===== config.mk =====
export PLATFORM = sky130hd
export DESIGN_NAME = mem_arbiter_flat
export DESIGN_NICKNAME = d
export VERILOG_FILES = /design/src/rtl/mem_arbiter_if.sv /design/src/rtl/mem_arbiter.sv /design/src/flat_wrapper.sv
export SDC_FILE = /design/constraint.sdc
export NUM_CORES = 1
export LEC_CHECK = 0
export BUFFER_PORTS_ARGS = -buffer_cell sky130_fd_sc_hd__buf_2
export CORE_MARGIN = 2
export CORE_UTILIZATION = 41
export CTS_CLUSTER_DIAMETER = 100
export CTS_CLUSTER_SIZE = 24
export DETAILED_ROUTE_END_ITERATION = 10
export PLACE_DENSITY = 0.81
export SYNTH_ARGS = -nofsm -noshare
export SYNTH_HDL_FRONTEND = slang
export SYNTH_SLANG_ARGS = --single-unit
export TNS_END_PERCENT = 5

===== constraint.sdc =====
create_clock -name clock -period 3.15 [get_ports clock]
set_clock_uncertainty 0.05 [all_clocks]
set_input_delay 0.63 -clock clock [delete_from_list [all_inputs] [get_ports clock]]
set_output_delay 0.63 -clock clock [all_outputs]
set_load 0.02 [all_outputs]

===== src/rtl/mem_arbiter_if.sv =====
// Requester-side bus of the memory arbiter: packed per-port request/write
// channels plus the shared read-return channel.
interface mem_arbiter_if #(
  parameter int NUM_PORTS = 4,
  parameter int ADDR_W    = 16,
  parameter int DATA_W    = 16
);
  logic [NUM_PORTS-1:0]        req;
  logic [NUM_PORTS-1:0]        we;
  logic [NUM_PORTS*ADDR_W-1:0] addr;
  logic [NUM_PORTS*DATA_W-1:0] wdata;
  logic [NUM_PORTS-1:0]        gnt;
  logic [NUM_PORTS-1:0]        rvalid;
  logic [DATA_W-1:0]           rdata;

  modport master (output req, we, addr, wdata, input gnt, rvalid, rdata);
  modport slave  (input req, we, addr, wdata, output gnt, rvalid, rdata);
endinterface


===== src/rtl/mem_arbiter.sv =====
// N-port arbiter onto a single synchronous RAM port: one access issued per
// cycle, read data returned in grant order to the originating port.
module mem_arbiter #(
  parameter int NUM_PORTS   = 4,
  parameter int ADDR_W      = 16,
  parameter int DATA_W      = 16,
  parameter int RD_LATENCY  = 1,
  parameter int ROUND_ROBIN = 1
) (
  input  logic              clock,
  input  logic              reset,
  mem_arbiter_if.slave      bus,
  output logic [ADDR_W-1:0] ram_address,
  output logic              ram_wren,
  output logic [DATA_W-1:0] ram_data,
  input  logic [DATA_W-1:0] ram_q
);
  localparam int IDX_W = $clog2(NUM_PORTS);

  logic [IDX_W-1:0]     pointer_r;
  logic [NUM_PORTS-1:0] gnt_s;
  logic [IDX_W-1:0]     gnt_idx_s;
  logic                 gnt_any_s;
  logic [IDX_W-1:0]     scan_base_s;
  logic [RD_LATENCY-1:0] rd_valid_r;
  logic [IDX_W-1:0]     rd_port_r [RD_LATENCY];
  logic [NUM_PORTS-1:0] rvalid_r;

  function automatic logic [IDX_W-1:0] port_at(input logic [IDX_W-1:0] base, input int offset);
    int sum;
    sum = int'(base) + offset;
    sum = (sum >= NUM_PORTS) ? (sum - NUM_PORTS) : sum;
    return IDX_W'(sum);
  endfunction

  function automatic logic [NUM_PORTS-1:0] onehot(input logic en, input logic [IDX_W-1:0] idx);
    logic [NUM_PORTS-1:0] v;
    v      = '0;
    v[idx] = en;
    return v;
  endfunction

  assign scan_base_s = (ROUND_ROBIN != 0) ? pointer_r : '0;

  // Same-cycle grant: first requesting port scanning upward from the base.
  always_comb begin
    gnt_idx_s = '0;
    gnt_any_s = 1'b0;
    if (!reset) begin
      for (int j = 0; j < NUM_PORTS; j++) begin
        if (!gnt_any_s && bus.req[port_at(scan_base_s, j)]) begin
          gnt_any_s = 1'b1;
          gnt_idx_s = port_at(scan_base_s, j);
        end else begin
          gnt_any_s = gnt_any_s;
        end
      end
    end else begin
      gnt_any_s = 1'b0;
    end
    gnt_s = onehot(gnt_any_s, gnt_idx_s);
  end

  // Rotating pointer moves just past the last granted port.
  always_ff @(posedge clock) begin
    if (reset) begin
      pointer_r <= '0;
    end else if ((ROUND_ROBIN != 0) && gnt_any_s) begin
      pointer_r <= port_at(gnt_idx_s, 1);
    end else begin
      pointer_r <= pointer_r;
    end
  end

  // Issue stage: address/data hold their last values when idle, only wren drops.
  always_ff @(posedge clock) begin
    if (reset) begin
      ram_address <= '0;
      ram_data    <= '0;
      ram_wren    <= 1'b0;
    end else if (gnt_any_s) begin
      ram_address <= bus.addr[gnt_idx_s*ADDR_W +: ADDR_W];
      ram_data    <= bus.wdata[gnt_idx_s*DATA_W +: DATA_W];
      ram_wren    <= bus.we[gnt_idx_s];
    end else begin
      ram_wren    <= 1'b0;
    end
  end

  // Read tracking: the extra rvalid register covers the issue-stage cycle.
  always_ff @(posedge clock) begin
    if (reset) begin
      rd_valid_r <= '0;
      rvalid_r   <= '0;
      for (int i = 0; i < RD_LATENCY; i++) begin
        rd_port_r[i] <= '0;
      end
    end else begin
      rd_valid_r[0] <= gnt_any_s && !bus.we[gnt_idx_s];
      rd_port_r[0]  <= gnt_idx_s;
      for (int i = 1; i < RD_LATENCY; i++) begin
        rd_valid_r[i] <= rd_valid_r[i-1];
        rd_port_r[i]  <= rd_port_r[i-1];
      end
      rvalid_r <= onehot(rd_valid_r[RD_LATENCY-1], rd_port_r[RD_LATENCY-1]);
    end
  end

  assign bus.gnt    = gnt_s;
  assign bus.rvalid = rvalid_r;
  assign bus.rdata  = ram_q;
endmodule

===== src/flat_wrapper.sv =====
// flat-port wrapper written by rule: the top's interface ports become plain ports
module mem_arbiter_flat 
#(
  parameter int NUM_PORTS   = 4,
  parameter int ADDR_W      = 16,
  parameter int DATA_W      = 16,
  parameter int RD_LATENCY  = 1,
  parameter int ROUND_ROBIN = 1
)
  (clock, reset, ram_address, ram_wren, ram_data, ram_q, bus_req, bus_we, bus_addr, bus_wdata, bus_gnt, bus_rvalid, bus_rdata);
  mem_arbiter_if #(.NUM_PORTS(NUM_PORTS), .ADDR_W(ADDR_W), .DATA_W(DATA_W)) bus_i ();
  input  logic clock;
  input  logic reset;
  output logic [ADDR_W-1:0] ram_address;
  output logic ram_wren;
  output logic [DATA_W-1:0] ram_data;
  input  logic [DATA_W-1:0] ram_q;
  input wire logic [$bits(bus_i.req)-1:0] bus_req;
  input wire logic [$bits(bus_i.we)-1:0] bus_we;
  input wire logic [$bits(bus_i.addr)-1:0] bus_addr;
  input wire logic [$bits(bus_i.wdata)-1:0] bus_wdata;
  output wire logic [$bits(bus_i.gnt)-1:0] bus_gnt;
  output wire logic [$bits(bus_i.rvalid)-1:0] bus_rvalid;
  output wire logic [$bits(bus_i.rdata)-1:0] bus_rdata;
  assign bus_i.req = bus_req;
  assign bus_i.we = bus_we;
  assign bus_i.addr = bus_addr;
  assign bus_i.wdata = bus_wdata;
  assign bus_gnt = bus_i.gnt;
  assign bus_rvalid = bus_i.rvalid;
  assign bus_rdata = bus_i.rdata;
  mem_arbiter #(.NUM_PORTS(NUM_PORTS), .ADDR_W(ADDR_W), .DATA_W(DATA_W), .RD_LATENCY(RD_LATENCY), .ROUND_ROBIN(ROUND_ROBIN)) u_core (.clock(clock), .reset(reset), .bus(bus_i), .ram_address(ram_address), .ram_wren(ram_wren), .ram_data(ram_data), .ram_q(ram_q));
endmodule

== Word level (Yosys, flattened, before mapping) ==
Memory sizes are Yosys's and may differ from the RTL's.
Cells that the tools add are included.
Widths: inputs -> output; s select.
Cells by class
  bitwise operators: 3
  add/sub/neg operators: 9
  $mul: 0
  mux-type cells: 37
  shift operators: 2
  $lt $le $gt $ge: 13
  div/mod/pow operators: 0
  equal/unequal tests: 0
  reductions and logical operators: 12
Operator list (count)
  $shiftx 64x7->16: 2
  $mux 2: 11
  $mux 1: 19
  $lt 2x3->1 const B: 6
  $ge 3x3->1 const B: 4
  $bmux 1 s2: 5
  $sub 2x1->2 const B: 5
  $and 4x4->4: 2
  $add 2x1->3 const B: 2
  $add 2x2->3 const B: 2
  $logic_and 1x1->1: 6
  $demux 1 s2: 2
  $ge 2x1->1 const B: 2
  $logic_not 1->1: 4
  $reduce_or 2->1: 2
  $ge 2x3->1 const B: 1
  $not 1->1: 1
Storage, ports and cells
  bits in latches: 0
  memory bits (writable): 2
  logic and storage cells: 83
  memories: 1
  ROM bits: 0
  register bits: 40
Memory list
  u_core.rd_port_r: depth 1, width 2, read ports 1, clocked after memory_dff 0, write ports 1, line mem_arbiter.sv:26  | logic [IDX_W-1:0] rd_port_r [RD_LATENCY];

== Logic depth before layout (Yosys ltp) ==
  depth in word-level cells: 23
  depth in mapped cells: 8

== Worst setup path before layout ==
No wires, ideal clock.
  kind: input to output
  from: input port bus_req[0]
  to: output port bus_gnt[1]
  setup slack: 0.463 ns
  arrival time: 2.007 ns
  data required time: 2.470 ns
  cell stages on the path: 7
  cells stage by stage: o21bai_1 a21o_1 a221oi_4 inv_2 buf_6 ha_1 and2_1
Between the ends
  longest elaborated chain between the ends: 21
  elaborated cells between the ends (all ways): 33
RTL lines
  from (decl): line flat_wrapper.sv:18  | input wire logic [$bits(bus_i.req)-1:0] bus_req;
  $bmux 1 s2: line mem_arbiter.sv:51  | if (!gnt_any_s && bus.req[port_at(scan_base_s, j)]) begin
  $mux 1 (not written as such): line mem_arbiter.sv:51
  $mux 1: line mem_arbiter.sv:51
  $mux 1: line mem_arbiter.sv:49  | if (!reset) begin
  $logic_not 1->1: line mem_arbiter.sv:51
  $logic_and 1x1->1: line mem_arbiter.sv:51
  $mux 1: line mem_arbiter.sv:51
  $mux 1: line mem_arbiter.sv:49
  (+5 left out)
  $logic_and 1x1->1: line mem_arbiter.sv:51
  $mux 2: line mem_arbiter.sv:51
  $mux 2: line mem_arbiter.sv:49
  $lt 2x3->1 (not written as such) or $ge 2x1->1 (tied branches): line mem_arbiter.sv:39  | v[idx] = en;
  $logic_and 1x1->1 (not written as such): line mem_arbiter.sv:39
  $mux 1 (not written as such): line mem_arbiter.sv:39
  $demux 1 s2
  $and 4x4->4 (no source line) *
  to (decl): line flat_wrapper.sv:22  | output wire logic [$bits(bus_i.gnt)-1:0] bus_gnt;
Every way passes the cells marked *; elsewhere a longest branch is shown, timed or not. The select of a mux whose other input is x is not followed.

== Worst setup path after layout ==
  from: input port bus_req[1]
  to: output port bus_gnt[0]
Same word-level chain as after synthesis.

==> reports/results.tsv <==
metric	value	unit
Clock Sinks	42	
Worst Hold End	u_core.ram_data[0]	
hold_sp	u_core.ram_data[0]	
Met3 Routed Length	672	um
routed wl met2	4660	um
Synth cell types	40	
Crit Path Max Fanout	8	
number of enable flip-flop cells after synthesis	0	
met1 wire length	3900	um
Setup WS pre-CTS	0.261	ns
Synth Instances	310	
clock-pin slew on the worst setup and hold paths	0.08	ns
Setup WS post-layout	0.246	ns
Max VDD drop	0.182	mV
min Tclk post-route	2.90	ns
synthesis-stage register bit count	42	
# DRC	0	
Rows	30	
Post-Syn Area per Cell	9.31	um2
Pwr Density	417	nW/um2
reg2reg path depth	7	
top sig layer	met4	
Bufs on Longest Clock Path	2	
critical path class	in -> out	
Power Total	1.59	mW
critical path's most frequent cell	buf_2	
Post-DP HPWL	6830	um
number of max-cap violations	0	
vias in the first global route	3036	
Seq/Total Area, Yosys	0.291	
GRT overflow	0	
final WL	9460	um
Root Driver	clkbuf_8	
Crit path required time	2.47	ns
outcome	finished clean	
Yosys warnings	0	
cell with the largest stage delay on the worst path	a221oi_4	
post-synthesis cell area	2890	um2
CTS resizes	0	
Core ar.	6790	um2
RSZ-0062 raised after global routing	no	
leakage	1.74	nW
Net Count, Synth	468	
Syn-to-layout area delta	32.3	%
FF-to-FF End	u_core.ram_address[3]	
TritonRoute pass-1 iters	4	
post-route ant nets	0	
Slew Viols, Final	0	
Final setup viols	0	
Num CTS Buffers	5	
gr usage total	0.234	
max incr delay on CP	0.46	ns
fin crit share	0.922	
vias per cell	5.72	
setup slack, reg-to-reg	0.94	ns
hold_buf cts	0	
fraction of layout cells with a size suffix above 1	0.524	
fin util	0.562	
# Post-CTS Setup Buffers	0	
post-route non-filler standard cell count	556	
die area	7730	um2
HP Class	reg -> reg	
initial antenna violation count	0	
commonest non-fill, non-tap cells in the layout	178 x buf_2, 42 x dfxtp_1, 35 x nand2_1, 33 x and4_1, 33 x a211oi_1	
relative slew slack	0.537	
wire length per cell	17.0	um
ys async rst share	0	
final RePlAce weighted congestion	0.784	
DR iter-0 viols	111	
Die Y	87.9	um
WHS Path Cells	2	
setup TNS	0	ns
launching point of the worst reg2reg path	u_core.pointer_r[0]	
largest net degree at the start of global routing	38	
io pins	211	
CP Capture Type	output port	
TritonCTS clock tree	done	
most common cell after layout, fill and taps aside	buf_2	
CP startpoint kind	primary input	
Worst Tran Pin Value	0.695	ns
first-pass GRT wire length	14400	um
WP data arrival	2.22	ns
width of the die	87.9	um
H-tree Lvls	2	
Max Clk Rate	0.344	GHz
Post-Place Cells	548	
NumNets Final	617	
critical-path cell list	buf_2 > nor2b_1 > o311ai_2 > a221oi_4 > inv_2 > ha_1 > and2_1 > buf_2	
count of final hold-check violations	0	
diode count	0	
Initial Util	0.425	
later-pin clock latency in the skew report	0.28	ns
Synth Flop Type	dfxtp_1	
Via Count	3179	
Buffers on Ports	178	
==> worst max path at each step <==
stage,start,end,slack [ns],cells past startpoint
CTS,bus_req[1],bus_gnt[0],0.25,8
floorplan,bus_req[0],bus_gnt[1],0.46,7
finish,bus_req[1],bus_gnt[0],0.25,8
global placement,bus_req[0],bus_gnt[1],0.38,8
global route,bus_req[1],bus_gnt[0],0.08,8
detailed placement,bus_req[1],bus_gnt[0],0.26,8
==> where the power goes <==
part | internal [mW] | switching [mW] | leakage [nW]
registers | 0.593 | 0.0357 | 0.349
clock network | 0.177 | 0.183 | 0.0482
logic | 0.240 | 0.365 | 1.34
total | 1.01 | 0.583 | 1.74
==> synthesized netlist by cell type, types with 2 or more instances <==
master	count	area share
a21o_1	2	0.0052
and4_1	33	0.10
clkbuf_1	18	0.023
inv_2	2	0.0026
buf_1	2	0.0026
nor3_1	2	0.0035
a221oi_2	28	0.15
ha_1	4	0.017
a211oi_1	33	0.086
buf_6	3	0.012
o31ai_1	32	0.083
nand2_1	35	0.046
or2_2	2	0.0043
nand2b_1	3	0.0065
and2_1	4	0.0087
nor4bb_1	2	0.0069
dfxtp_1	42	0.29
nor2b_1	4	0.0087
buf_2	9	0.016
buf_4	18	0.047
o21bai_1	2	0.0052
nor2_1	6	0.0078
and3_1	2	0.0043
a221oi_1	5	0.015
a21oi_2	2	0.0061
==> sequential cells by signal, summed over array words and instances (netlist names) <==
register,cells
u_core.ram_wren,1
u_core.pointer_r,2
u_core.bus.rvalid,4
u_core.rd_valid_r,1
u_core.rd_port_r,2
u_core.ram_data,16
u_core.ram_address,16
==> cell type report <==
class / instances / area, um2
Clock buffer: 7 / 86.3
Clock inverter: 1 / 5.00
Fill cell: 605 / 2970
Inverter: 3 / 11.3
Multi-Input combinational cell: 214 / 1750
Sequential cell: 42 / 841
Tap cell: 96 / 120
Timing Repair Buffer: 193 / 1000
==> worst max-delay path, delay by kind of cell <==
kind	cells	cell delay, ns
AOI/OAI and AO/OA	2	0.61
adders and majority gates	1	0.19
buffers and inverters	3	0.42
and+or+nand+nor	2	0.37
==> logic make-up after synthesis <==
| kind of cell | after synthesis | synth area share |
|---|---|---|
| fa+ha+maj | 4 | 0.0173 |
| buf+inv | 54 | 0.106 |
| compound gates | 111 | 0.373 |
| simple gates | 99 | 0.212 |
| flops | 42 | 0.291 |
==> metal layers <==
| layer | vias up | global-route usage |
|---|---|---|
| met4 | 0 | 0.0979 |
| met2 | 143 | 0.405 |
| met5 | - | 0 |
| li1 | 1517 | - |
| met1 | 1495 | 0.279 |
| met3 | 24 | 0.0509 |
==> per-stage QoR <==
stage	hold slack, ns	instance area, um2
2_1_floorplan	0.379	2890
4_1_cts	0.403	3820
3_5_place_dp	0.385	3730
6_report	0.400	3820
3_3_place_gp	0.380	3730
5_1_grt	0.429	3820
Note: power is estimated with default switching activity, not from simulation.
